--- src/rtl/random_galois_lfsr_param.sv ---
// ---------------------------------------------------------------------------
// random_galois_lfsr_param
//
// Parametrised right-shift Galois LFSR random source. Each advance applies
// STEPS single-bit shifts to the state and produces a candidate draw. In range
// mode (RANGE > 0) a candidate is accepted only if its low IDX_W bits are below
// RANGE. A rejected candidate bumps a saturating counter and is retried on the
// next enabled cycle. Accepted draws are held on a valid/ready handshake.
// Runtime seed load and all-zero state recovery are also supported.
//
// Ports
//   clk            in   1       rising-edge clock
//   rst_n          in   1       synchronous reset, active low
//   i_enable       in   1       allow advancing while no draw is held
//   i_load         in   1       load i_seed (a seed of 0 becomes 1)
//   i_seed         in   WIDTH   seed value used with i_load
//   i_ready        in   1       consumer takes the held draw
//   o_valid        out  1       a draw is held on the data outputs
//   o_random_data  out  WIDTH   full LFSR state of the accepted draw
//   o_range_data   out  IDX_W   low IDX_W bits of the accepted draw
//   o_reject_cnt   out  16      rejected draws since reset/load (saturating)
//   o_lockup       out  1       one-cycle pulse when an all-zero state is repaired
// ---------------------------------------------------------------------------
module random_galois_lfsr_param #(
  parameter int                WIDTH     = 23,
  parameter logic [WIDTH-1:0]  POLY_MASK = 23'h420000,
  parameter logic [WIDTH-1:0]  SEED      = 23'd65,
  parameter int                STEPS     = 1,
  parameter int unsigned       RANGE     = 0,
  localparam int               IDX_W     = (RANGE > 1) ? $clog2(RANGE) : 1
) (
  input  logic               clk,
  input  logic               rst_n,
  input  logic               i_enable,
  input  logic               i_load,
  input  logic [WIDTH-1:0]   i_seed,
  input  logic               i_ready,
  output logic               o_valid,
  output logic [WIDTH-1:0]   o_random_data,
  output logic [IDX_W-1:0]   o_range_data,
  output logic [15:0]        o_reject_cnt,
  output logic               o_lockup
);

  typedef enum logic {
    GEN  = 1'b0,
    HOLD = 1'b1
  } fsm_t;

  localparam logic [WIDTH-1:0] ZERO_W   = {WIDTH{1'b0}};
  localparam logic [WIDTH-1:0] ONE_W    = {{(WIDTH-1){1'b0}}, 1'b1};
  // An all-zero seed would lock the generator, so it is replaced by 1.
  localparam logic [WIDTH-1:0] SEED_FIX = (SEED == ZERO_W) ? ONE_W : SEED;

  // STEPS single-bit Galois shifts, unrolled into combinational logic.
  function automatic logic [WIDTH-1:0] lfsr_advance(input logic [WIDTH-1:0] s);
    logic [WIDTH-1:0] v;
    v = s;
    for (int i = 0; i < STEPS; i++) begin
      v = (v >> 1) ^ (v[0] ? POLY_MASK : ZERO_W);
    end
    return v;
  endfunction

  fsm_t               fsm_r, fsm_nxt_s;
  logic [WIDTH-1:0]   state_r, state_nxt_s;
  logic               valid_r, valid_nxt_s;
  logic [WIDTH-1:0]   data_r, data_nxt_s;
  logic [IDX_W-1:0]   range_r, range_nxt_s;
  logic [15:0]        cnt_r, cnt_nxt_s;
  logic               lockup_r, lockup_nxt_s;

  logic [WIDTH-1:0]   cand_s;
  logic [31:0]        cand_idx_s;
  logic               accept_s;
  logic               advance_s;

  assign cand_s     = lfsr_advance(state_r);
  // Only the low IDX_W bits take part in the range compare.
  assign cand_idx_s = 32'(cand_s[IDX_W-1:0]);
  assign accept_s   = (RANGE == 32'd0) || (cand_idx_s < RANGE);

  // Next-state and next-output logic for the GEN/HOLD handshake machine.
  always_comb begin
    fsm_nxt_s    = fsm_r;
    state_nxt_s  = state_r;
    valid_nxt_s  = valid_r;
    data_nxt_s   = data_r;
    range_nxt_s  = range_r;
    cnt_nxt_s    = cnt_r;
    lockup_nxt_s = 1'b0;
    advance_s    = 1'b0;

    if (i_load) begin
      // Load wins over enable/ready; any held draw is dropped.
      state_nxt_s = (i_seed == ZERO_W) ? ONE_W : i_seed;
      valid_nxt_s = 1'b0;
      cnt_nxt_s   = 16'd0;
      fsm_nxt_s   = GEN;
    end else begin
      // HOLD advances on consumption regardless of i_enable.
      case (fsm_r)
        GEN:     advance_s = i_enable;
        HOLD:    advance_s = i_ready;
        default: advance_s = 1'b0;
      endcase

      if (advance_s) begin
        if (state_r == ZERO_W) begin
          // Zero state can only come from an upset: repair it, produce no draw.
          state_nxt_s  = ONE_W;
          lockup_nxt_s = 1'b1;
          valid_nxt_s  = 1'b0;
          fsm_nxt_s    = GEN;
        end else begin
          state_nxt_s = cand_s;
          if (accept_s) begin
            data_nxt_s  = cand_s;
            range_nxt_s = cand_s[IDX_W-1:0];
            valid_nxt_s = 1'b1;
            fsm_nxt_s   = HOLD;
          end else begin
            valid_nxt_s = 1'b0;
            fsm_nxt_s   = GEN;
            if (cnt_r != 16'hFFFF) begin
              cnt_nxt_s = cnt_r + 16'd1;
            end else begin
              cnt_nxt_s = cnt_r;
            end
          end
        end
      end else begin
        fsm_nxt_s = fsm_r;
      end
    end
  end

  // State and output registers with synchronous active-low reset.
  always_ff @(posedge clk) begin
    if (!rst_n) begin
      fsm_r    <= GEN;
      state_r  <= SEED_FIX;
      valid_r  <= 1'b0;
      data_r   <= ZERO_W;
      range_r  <= {IDX_W{1'b0}};
      cnt_r    <= 16'd0;
      lockup_r <= 1'b0;
    end else begin
      fsm_r    <= fsm_nxt_s;
      state_r  <= state_nxt_s;
      valid_r  <= valid_nxt_s;
      data_r   <= data_nxt_s;
      range_r  <= range_nxt_s;
      cnt_r    <= cnt_nxt_s;
      lockup_r <= lockup_nxt_s;
    end
  end

  assign o_valid       = valid_r;
  assign o_random_data = data_r;
  assign o_range_data  = range_r;
  assign o_reject_cnt  = cnt_r;
  assign o_lockup      = lockup_r;

endmodule

--- config.mk ---
export PLATFORM = sky130hd
export DESIGN_NAME = random_galois_lfsr_param
export DESIGN_NICKNAME = d
export VERILOG_FILES = /design/src/rtl/random_galois_lfsr_param.sv
export SDC_FILE = /design/constraint.sdc
export NUM_CORES = 1
export LEC_CHECK = 0
export ABC_AREA = 1
export BUFFER_PORTS_ARGS = -buffer_cell sky130_fd_sc_hd__buf_4
export CORE_MARGIN = 10
export CORE_UTILIZATION = 40
export CTS_CLUSTER_SIZE = 16
export DETAILED_ROUTE_END_ITERATION = 16
export SLEW_MARGIN = 10
export SYNTH_ARGS = -nofsm -noshare
export SYNTH_HDL_FRONTEND = slang
export SYNTH_SLANG_ARGS = --single-unit
--- constraint.sdc ---
create_clock -name clk -period 3.6 [get_ports clk]
set_clock_uncertainty 0.15 [all_clocks]
set_input_delay 0.54 -clock clk [delete_from_list [all_inputs] [get_ports clk]]
set_output_delay 0.54 -clock clk [all_outputs]
set_load 0.1 [all_outputs]
==> results of run 1 <==
Yosys cell counts (2+ instances only):
master	count
dfxtp_1	48
nor2_2	2
buf_4	17
clkbuf_1	8
a21oi_2	18
nand2_1	71
a31oi_1	21
buf_12	2
nor2_1	31
buf_6	3
nand2_2	19
o21ai_0	19
buf_2	5
inv_1	5
a21oi_1	3
inv_2	3
nor3_1	2
nand3_1	23
power breakdown:
group	internal, mW	switching [mW]
Combinational	0.0775	0.262
Clock	0.132	0.168
Sequential	0.564	0.0301
Total	0.774	0.461
worst max-delay path, cell delays in order, from the launching register on:
cell	delay (ns)
dfxtp_1	0.37
nand2_1	0.10
nand2_4	0.26
nor2_4	0.08
inv_2	0.41
o21ai_0	0.16
a31oi_1	0.17
area by class of cell:
cell class,count,area (um2),share of cell area [%]
clock buffers,6,72.6,2.65
clock inverters,1,5.00,0.183
inverters,8,30.0,1.10
multi-input cells,232,1170,42.8
flip-flops and latches,48,961,35.1
well taps,72,90.1,3.29
repair buffers,54,405,14.8
routing by layer:
layer	GRT usage, %	part of all wire (%)	wire (um)
met1	14.5	47	2760
met2	20.9	46	2740
met3	2.98	5.2	305
met4	4.40	1.5	91
met5	0	0	0
sequential cells by signal, indices dropped and copies added, names as in the netlist:
signal and flops:
state_r 23, o_random_data 23, o_valid 1, o_lockup 1
per-stage QoR:
stage | utilization [%] | total power [mW] | setup WS [ns] | hold slack [ns]
finish | 48.5 | 1.23 | 1.82 | 0.317
global route | 48.5 | 1.29 | 1.62 | 0.338
CTS | 48.5 | 1.24 | 1.79 | 0.318
detailed placement | 47.1 | 0.947 | 1.56 | 0.305
global placement | 47.1 | 0.944 | 1.62 | 0.302
floorplan | - | 0.898 | 1.51 | 0.315
path summary, 6_finish.rpt:
check / startpoint / endpoint / cells past startpoint
setup / recovery: o_valid$_SDFFE_PP0P_ / state_r[14]$_SDFFE_PN0P_ / 6
hold / removal: o_random_data[2]$_SDFFE_PN0P_ / o_random_data[2]$_SDFFE_PN0P_ / 2
setup reg to reg: o_valid$_SDFFE_PP0P_ / state_r[14]$_SDFFE_PN0P_ / 6
hold reg to reg: o_random_data[2]$_SDFFE_PN0P_ / o_random_data[2]$_SDFFE_PN0P_ / 2
kinds of logic (layout without fill, tap and decap cells):
group | Yosys count | count (layout) | share of synthesized area, %
simple gates | 152 | 152 | 29.1
buf+inv | 44 | 69 | 12.3
other cells | 1 | 16 | 0.158
flops | 48 | 48 | 40.6
compound gates | 63 | 63 | 17.5
xor+xnor | 1 | 1 | 0.370
==> key figures, run 1 <==
Clocking
  • H-tree depth: 2
  • CTS buffer count: 5
  • Worst-Skew Late Latency: 0.29 ns
  • Post_cts resized: 0
  • Clock tree buffer depth: 2
  • Reg clk slew, reported paths: 0.08 ns
  • Post-CTS Setup Bufs: 0
  • CTS sink count: 48
  • TritonCTS clock tree: yes
  • Root buffer cell: clkbuf_8
  • Hold_buf cts: 0

Power
  • Pwr dens: 451 nW/um2
  • Leakage power: 1.12 nW
  • Max rail drop VDD: 0.000166 V

STA
  • Setup TNS Final: 0 ns
  • F_max: 560 MHz
  • Hold Fails Final Rpt: 0
  • Min Tclk post-route: 1.78 ns
  • Pins Over Slew Limit: 0
  • RSZ-0062 raised after global routing: no
  • Final setup violating endpoints: 0
  • Final period util: 49.6%
  • Worst slew margin: 26.3%
  • Worst Max-Slew Pin Slew: 1.10 ns

Worst hold path
  • Hold Crit Class: flop to flop

Synthesis
  • Post-synth ARST share: 0%
  • Number of flops mapped to enable cells by yosys: 0
  • Mean Syn Cell Area: 7.67 um2
  • Synthesized area: 2370 um2
  • Synth Instances: 309
  • Leading post-synthesis cells by cell area: dfxtp_1, nand2_1, a21oi_2
  • Sequential-to-total area share from yosys stat: 40.6%
  • Top-area cell type share of the netlist area: 40.6%
  • Yosys reg bits: 48
  • Ys Warns: 0
  • Synth Flop Type: dfxtp_1
  • Largest area contributor in the netlist: dfxtp_1
  • Yosys cell types: 27

Setup path
  • CP Capture Type: flop
  • Reg-to-reg slack, setup: 1.82 ns
  • Crit path max fanout: 38
  • Worst EP required: 3.67 ns
  • Nature of the critical path startpoint: flop
  • Arr. time, crit path: 1.86 ns
  • CP Class: flop to flop

Placement
  • Placed cell count: 414
  • Number of port buffers: 53
  • Placed Area: 2660 um2
  • DP HPWL: 4190 um
  • Routability cong.: 0.744

Detailed routing
  • Routed vias/inst: 4.93
  • Drt first pass iters: 4
  • 1st-iter DRT viols: 134
  • DRC viols: 0
  • Antenna-violating nets left: 0
  • Via count: 2074
  • Post-Route WL: 5900 um
  • WL/cell: 14.0 um

Floorplan
  • I/O pin count: 70
  • Die Y: 97.0 um
  • Initial Util: 42.0%
  • Core Rows: 27
  • Chip width: 97.0 um
  • Core Area: 5640 um2
  • Die area: 9400 um2

Global routing
  • Largest net degree at the start of global routing: 44
  • Global route overflow: 0
  • First-pass GRT wire length: 9930 um
  • Vias in the first global route: 2129
  • Gr usage total: 12.3%
  • Initial antenna violation count: 0

Outcome
  • Status: finished clean

Final layout
  • Diode count: 0
  • Area grow syn2layout: 15.5%
  • Design area: 2740 um2
  • Fillers: 604
  • Nets@finish: 377
  • Most common cell after layout, fill and taps aside: nand2_1
  • Layout Cells excl Fill: 421
  • Most frequent cells in the layout: nand2_1, buf_4, dfxtp_1, nor2_1, nand3_1
  • Layout cells sized above 1: 30.4%

Flow run
  • Max-cap viol count: 0
(Power assumes the default switching activity.)
==> run 2, diff against run 1 <==
- PLACE_DENSITY: not set -> 0.67
- clock period: 3.6 -> 1.45 ns (I/O delays scaled with it)
==> run 2 against run 1 <==
  * Wire length grew 6.3%
  * Sequential share of layout area shrank 3.4 points
  * Non-clock buffer count up 28
  * Global-route usage increased by 0.17 points
  * Cell area rose by 12%
  * Core utilization grew 5.7 points
  * Total power grew to 2.7 times the previous value
==> key figures, run 2 (same netlist as run 1, synthesis figures left out) <==
Worst hold path
  • Hold Crit Start: i_seed[13]
  • Hold Crit Class: input pin to flop
  • Worst hold path endpoint: state_r[13]$_SDFFE_PN0P_
  • Hold Path Depth: 3 (+1)

Clocking
  • CTS sink count: 48 (unchanged)
  • Root buffer cell: clkbuf_8
  • Reg clk slew, reported paths: 0.09 ns (about the same)
  • Post-CTS Setup Bufs: 0 (unchanged)
  • Worst-Skew Late Latency: 0.30 ns (about the same)
  • Hold_buf cts: 0 (unchanged)
  • H-tree depth: 2 (unchanged)
  • TritonCTS clock tree: yes
  • CTS buffer count: 5 (unchanged)
  • Clock tree buffer depth: 2 (unchanged)

Final layout
  • Most frequent cells in the layout: buf_4, nand2_1, dfxtp_1, nor2_1, nand3_1
  • Final core occ: 54.2% (+5.7 points)
  • Most common cell after layout, fill and taps aside: buf_4
  • Fillers: 555 (-8.1%)
  • Layout Cells excl Fill: 453 (+7.6%)
  • Diode count: 0 (unchanged)
  • Layout cells sized above 1: 39.6% (+9.3 points)
  • Design area: 3060 um2 (+12%)
  • Area grow syn2layout: 29.2%
  • Area of the multi-input gates: 1250 um2 (+6.4%)
  • Sequential cell area: 970 um2 (+0.91%)
  • Nets@finish: 408 (+8.2%)

Setup path
  • Crit path largest cell delay: 0.34 ns (-0.07 ns)
  • CP Class: flop to flop
  • Worst EP required: 1.53 ns (-2.14 ns)
  • Nature of the critical path startpoint: flop
  • CP Capture Type: flop
  • R2r worst-path depth: 8 (+2)
  • R2r endpoint: state_r[0]$_SDFFE_PN1P_
  • Reg-to-reg slack, setup: 0.02 ns (-1.79 ns)
  • Slowest CP cell: dfxtp_1
  • Worst R2R Start: state_r[18]$_SDFFE_PN0P_
  • Crit path max fanout: 5 (-87%)
  • Worst Setup SP: state_r[18]$_SDFFE_PN0P_
  • CP most frequent cell: nor2_2
  • Crit-path leading delay family: simple AND/OR/NAND/NOR gates
  • Crit-path cells: nor2_1, nand2_1, nor2_2, nand3_4, buf_6, nand2_2, nor2_2, o21bai_1
  • CP bufs+invs: 1 (unchanged)
  • Arr. time, crit path: 1.51 ns (-0.35 ns)

Global routing
  • Largest net degree at the start of global routing: 39 (-11%)
  • Gr usage total: 12.4% (+0.17 points)
  • Initial antenna violation count: 0 (unchanged)
  • Global route overflow: 0 (unchanged)
  • First-pass GRT wire length: 10000 um (+0.69%)
  • Vias in the first global route: 2168 (+1.8%)

Floorplan
  • Core Area: 5640 um2 (unchanged)
  • Initial Util: 42.0% (unchanged)
  • I/O pin count: 70 (unchanged)
  • Die Y: 97.0 um (unchanged)
  • Die area: 9400 um2 (unchanged)
  • Core Rows: 27 (unchanged)
  • Chip width: 97.0 um (unchanged)

Power
  • Share of power burned in registers: 44.3% (-3.8 points)
  • Max rail drop VDD: 0.000430 V (+160%)
  • Comb power frac: 30.5% (+3.0 points)
  • Net switching share of the total power: 36.9% (-0.41 points)
  • Sw power: 1.21 mW (+160%)
  • Pwr dens: 1070 nW/um2 (+140%)
  • Overall Power: 3.28 mW (+170%)
  • Clock share of power: 25.2% (+0.8 points)
  • Internal cell power: 2.07 mW (+170%)
  • Leakage power: 1.29 nW (+15%)

STA
  • WHS: 0.0280 ns (-0.289 ns)
  • RSZ-0062 raised after global routing: yes
  • F_max: 701 MHz (+25%)
  • Pins Over Slew Limit: 0 (unchanged)
  • Final setup violating endpoints: 0 (unchanged)
  • Final period util: 98.4% (+49 points)
  • Hold Fails Final Rpt: 0 (unchanged)
  • Min Tclk post-route: 1.43 ns (-0.358 ns)
  • Setup TNS Final: 0 ns (unchanged)
  • Setup slack after layout: 0.0232 ns (-1.79 ns)

Detailed routing
  • Routed vias/inst: 4.93 (+0.15%)
  • Antenna-violating nets left: 0 (unchanged)
  • DRC viols: 0 (unchanged)
  • Post-Route WL: 6280 um (+6.3%)
  • Via count: 2235 (+7.8%)
  • 1st-iter DRT viols: 137 (+2.2%)
  • WL/cell: 13.9 um (-1.2%)
  • Drt first pass iters: 4 (unchanged)

Placement
  • Placement Setup Slack: -0.0623 ns (-1.62 ns)
  • Routability cong.: 0.840 (+13%)
  • Placed cell count: 442 (+6.8%)
  • DP HPWL: 4740 um (+13%)
  • Placed Area: 2870 um2 (+8.1%)
  • Number of port buffers: 53 (unchanged)

Flow run
  • Max-cap viol count: 0 (unchanged)

Outcome
  • Status: finished clean
-- run 2: cell count changes in the layout (fill, tap and decap cells not counted), sizes merged --
cell	delta
buf	+28
inv	+1
clkinv	-1
clkbuf	+1
nand3	+3
-- run 2: area by class of cell --
class | count | share of cell area (%)
clock inverter | 1 | 0.204
inverter | 8 | 1.23
tap | 72 | 2.94
sequential | 48 | 31.7
timing repair buffer | 82 | 20.4
clock buffer | 7 | 2.82
multi-input combinational | 235 | 40.8
-- run 2: tightest hold or removal path, delay by kind of cell --
kind / cells / cell delay (ns)
buffers and inverters: 1 / 0.11
AO/OA/AOI/OAI: 1 / 0.07
AND/OR/NAND/NOR: 1 / 0.05
-- run 2: routing by layer --
metal	global-route usage (%)	wire (um)	vias to the layer above
met4	4.17	94	0
met2	19.2	2800	76
met3	3.41	443	8
met1	16.2	2940	1015
li1	-	-	1136
met5	0	0	-
-- run 2: what timing repair did --
action	CTS	global route
cloned	1	2
resized for setup	4	30
endpoints found under the setup margin	38	42
pin swaps	0	9
-- run 2: how the worst max path moves through the flow --
stage / to / depth (start not counted) / slack (ns)
global route: o_random_data[11]$_SDFFE_PN0P_ / 7 / -0.06
global placement: o_random_data[0]$_SDFFE_PN0P_ / 8 / -0.06
detailed placement: o_random_data[0]$_SDFFE_PN0P_ / 8 / -0.06
CTS: o_random_data[0]$_SDFFE_PN0P_ / 8 / 0.007
floorplan: state_r[6]$_SDFFE_PN1P_ / 9 / -0.10
finish: state_r[0]$_SDFFE_PN1P_ / 8 / 0.02
-- run 2: power groups by stage --
stage          Combinational, mW  Sequential (mW)  Clock (mW)
2_1_floorplan              0.539             1.69           0
3_3_place_gp               0.946             1.48           0
3_5_place_dp               0.956             1.48           0
4_1_cts                    0.973             1.45       0.831
5_1_grt                     1.07             1.46       0.885
6_report                   0.998             1.45       0.827
==> run 3, diff against run 2 <==
- RECOVER_POWER: not set -> 50
==> run 3 against run 2 <==
  * Non-clock buffer count unchanged
  * Core utilization unchanged
  * Largest cell class unchanged
  * Wire length up 0.27%
  * Clock-buffer cell count unchanged
  * Via count up 0.94%
  * Sequential power about the same
  * Cell area unchanged
  * Combinational power about the same
  * Total power about the same
  * Critical path depth unchanged
==> key figures, run 3 (same netlist as run 1, synthesis figures left out) <==
Power
  • Leakage power: 1.28 nW (-0.91%)
  • Max rail drop VDD: 0.000425 V (-1.1%)
  • Overall Power: 3.28 mW (about the same)
  • Pwr dens: 1070 nW/um2 (about the same)

Outcome
  • Status: finished clean

STA
  • Hold Fails Final Rpt: 0 (unchanged)
  • Pins Over Slew Limit: 0 (unchanged)
  • F_max: 701 MHz (about the same)
  • Final setup violating endpoints: 0 (unchanged)
  • Min Tclk post-route: 1.43 ns (+0.0000550 ns)
  • Setup TNS Final: 0 ns (unchanged)
  • Final period util: 98.4% (about the same)
  • WHS: 0.0244 ns (-0.00364 ns)
  • RSZ-0062 raised after global routing: yes
  • Setup slack after layout: 0.0231 ns (-0.0000550 ns)

Detailed routing
  • Antenna-violating nets left: 0 (unchanged)
  • DRC viols: 0 (unchanged)
  • Via count: 2256 (+0.94%)
  • Drt first pass iters: 5 (+1)
  • 1st-iter DRT viols: 145 (+5.8%)
  • Post-Route WL: 6290 um (+0.27%)
  • Routed vias/inst: 4.98 (+0.94%)
  • WL/cell: 13.9 um (+0.27%)

Placement
  • Placed Area: 2870 um2 (unchanged)
  • Number of port buffers: 53 (unchanged)
  • Placed cell count: 442 (unchanged)
  • Placement Setup Slack: -0.0623 ns (unchanged)
  • Routability cong.: 0.840 (unchanged)
  • DP HPWL: 4740 um (unchanged)

Global routing
  • Global route overflow: 0 (unchanged)
  • Initial antenna violation count: 0 (unchanged)
  • Vias in the first global route: 2168 (unchanged)
  • First-pass GRT wire length: 10000 um (unchanged)
  • Largest net degree at the start of global routing: 39 (unchanged)
  • Gr usage total: 12.4% (unchanged)

Setup path
  • Crit-path cells: nor2_1, nand2_1, nor2_2, nand3_4, buf_6, nand2_2, nor2_2, o21bai_1
  • Worst EP required: 1.54 ns (about the same)
  • Crit path largest cell delay: 0.34 ns (about the same)
  • Crit path max fanout: 5 (unchanged)
  • CP Class: flop to flop
  • Slowest CP cell: dfxtp_1
  • Crit-path leading delay family: simple AND/OR/NAND/NOR gates
  • CP most frequent cell: nor2_2
  • CP bufs+invs: 1 (unchanged)
  • CP Capture Type: flop
  • Nature of the critical path startpoint: flop
  • Arr. time, crit path: 1.51 ns (about the same)

Floorplan
  • Core Area: 5640 um2 (unchanged)
  • Chip width: 97.0 um (unchanged)
  • Core Rows: 27 (unchanged)
  • Die Y: 97.0 um (unchanged)
  • Die area: 9400 um2 (unchanged)
  • I/O pin count: 70 (unchanged)
  • Initial Util: 42.0% (unchanged)

Clocking
  • Root buffer cell: clkbuf_8
  • CTS buffer count: 5 (unchanged)
  • H-tree depth: 2 (unchanged)
  • Reg clk slew, reported paths: 0.09 ns (about the same)
  • TritonCTS clock tree: yes
  • Clock tree buffer depth: 2 (unchanged)
  • CTS sink count: 48 (unchanged)
  • Worst-Skew Late Latency: 0.30 ns (about the same)
  • Hold_buf cts: 0 (unchanged)

Final layout
  • Layout cells sized above 1: 39.6% (unchanged)
  • Nets@finish: 408 (unchanged)
  • Sequential cell area: 970 um2 (unchanged)
  • Design area: 3060 um2 (unchanged)
  • Most frequent cells in the layout: nand2_1, buf_4, dfxtp_1, nor2_1, nand3_1
  • Area of the multi-input gates: 1250 um2 (unchanged)
  • Diode count: 0 (unchanged)
  • Most common cell after layout, fill and taps aside: nand2_1
  • Layout Cells excl Fill: 453 (unchanged)
  • Area grow syn2layout: 29.2% (unchanged)
  • Fillers: 555 (unchanged)
  • Final core occ: 54.2% (unchanged)

Flow run
  • Max-cap viol count: 0 (unchanged)

Worst hold path
  • Hold Crit Class: input pin to flop
## run 3: area by class of cell
cell class | count | area share (%)
Multi-Input combinational cell | 235 | 40.8
Timing Repair Buffer | 82 | 20.4
Inverter | 8 | 1.23
Clock buffer | 7 | 2.82
Clock inverter | 1 | 0.204
Sequential cell | 48 | 31.7
Tap cell | 72 | 2.94
## run 3: what timing repair did
action / 4_1_cts / 5_1_grt
cloned: 1 / 2
setup buffers: 0 / 0
pin swaps: 0 / 9
gates resized for setup: 4 / 30
endpoints found under the setup margin: 38 / 42
## run 3: tightest hold or removal path: stages
cell	delay, ns
buf_4	0.11
nand2_1	0.05
a31oi_1	0.07
## run 3: where the power goes
group	internal, mW	switching (mW)	total [mW]
sequential	1.40	0.0502	1.45
combinational	0.274	0.722	0.996
clock	0.389	0.443	0.832
total	2.06	1.22	3.28
## run 3: path summary, 6_finish.rpt
check                           depth (start not counted)                            from                        endpoint  slack, ns
worst max register to register                          8        state_r[18]$_SDFFE_PN0P_         state_r[0]$_SDFFE_PN1P_       0.02
worst min-delay path                                    3                      i_seed[13]        state_r[13]$_SDFFE_PN0P_       0.02
worst max-delay path                                    8        state_r[18]$_SDFFE_PN0P_         state_r[0]$_SDFFE_PN1P_       0.02
worst min register to register                          2  o_random_data[17]$_SDFFE_PN0P_  o_random_data[17]$_SDFFE_PN0P_       0.32
## run 3: per-layer routing
| layer | global-route usage, % | share of wire [%] |
|---|---|---|
| met2 | 19.2 | 45 |
| met1 | 16.2 | 46 |
| met4 | 4.17 | 1.1 |
| met3 | 3.41 | 8.0 |
| met5 | 0 | 0 |
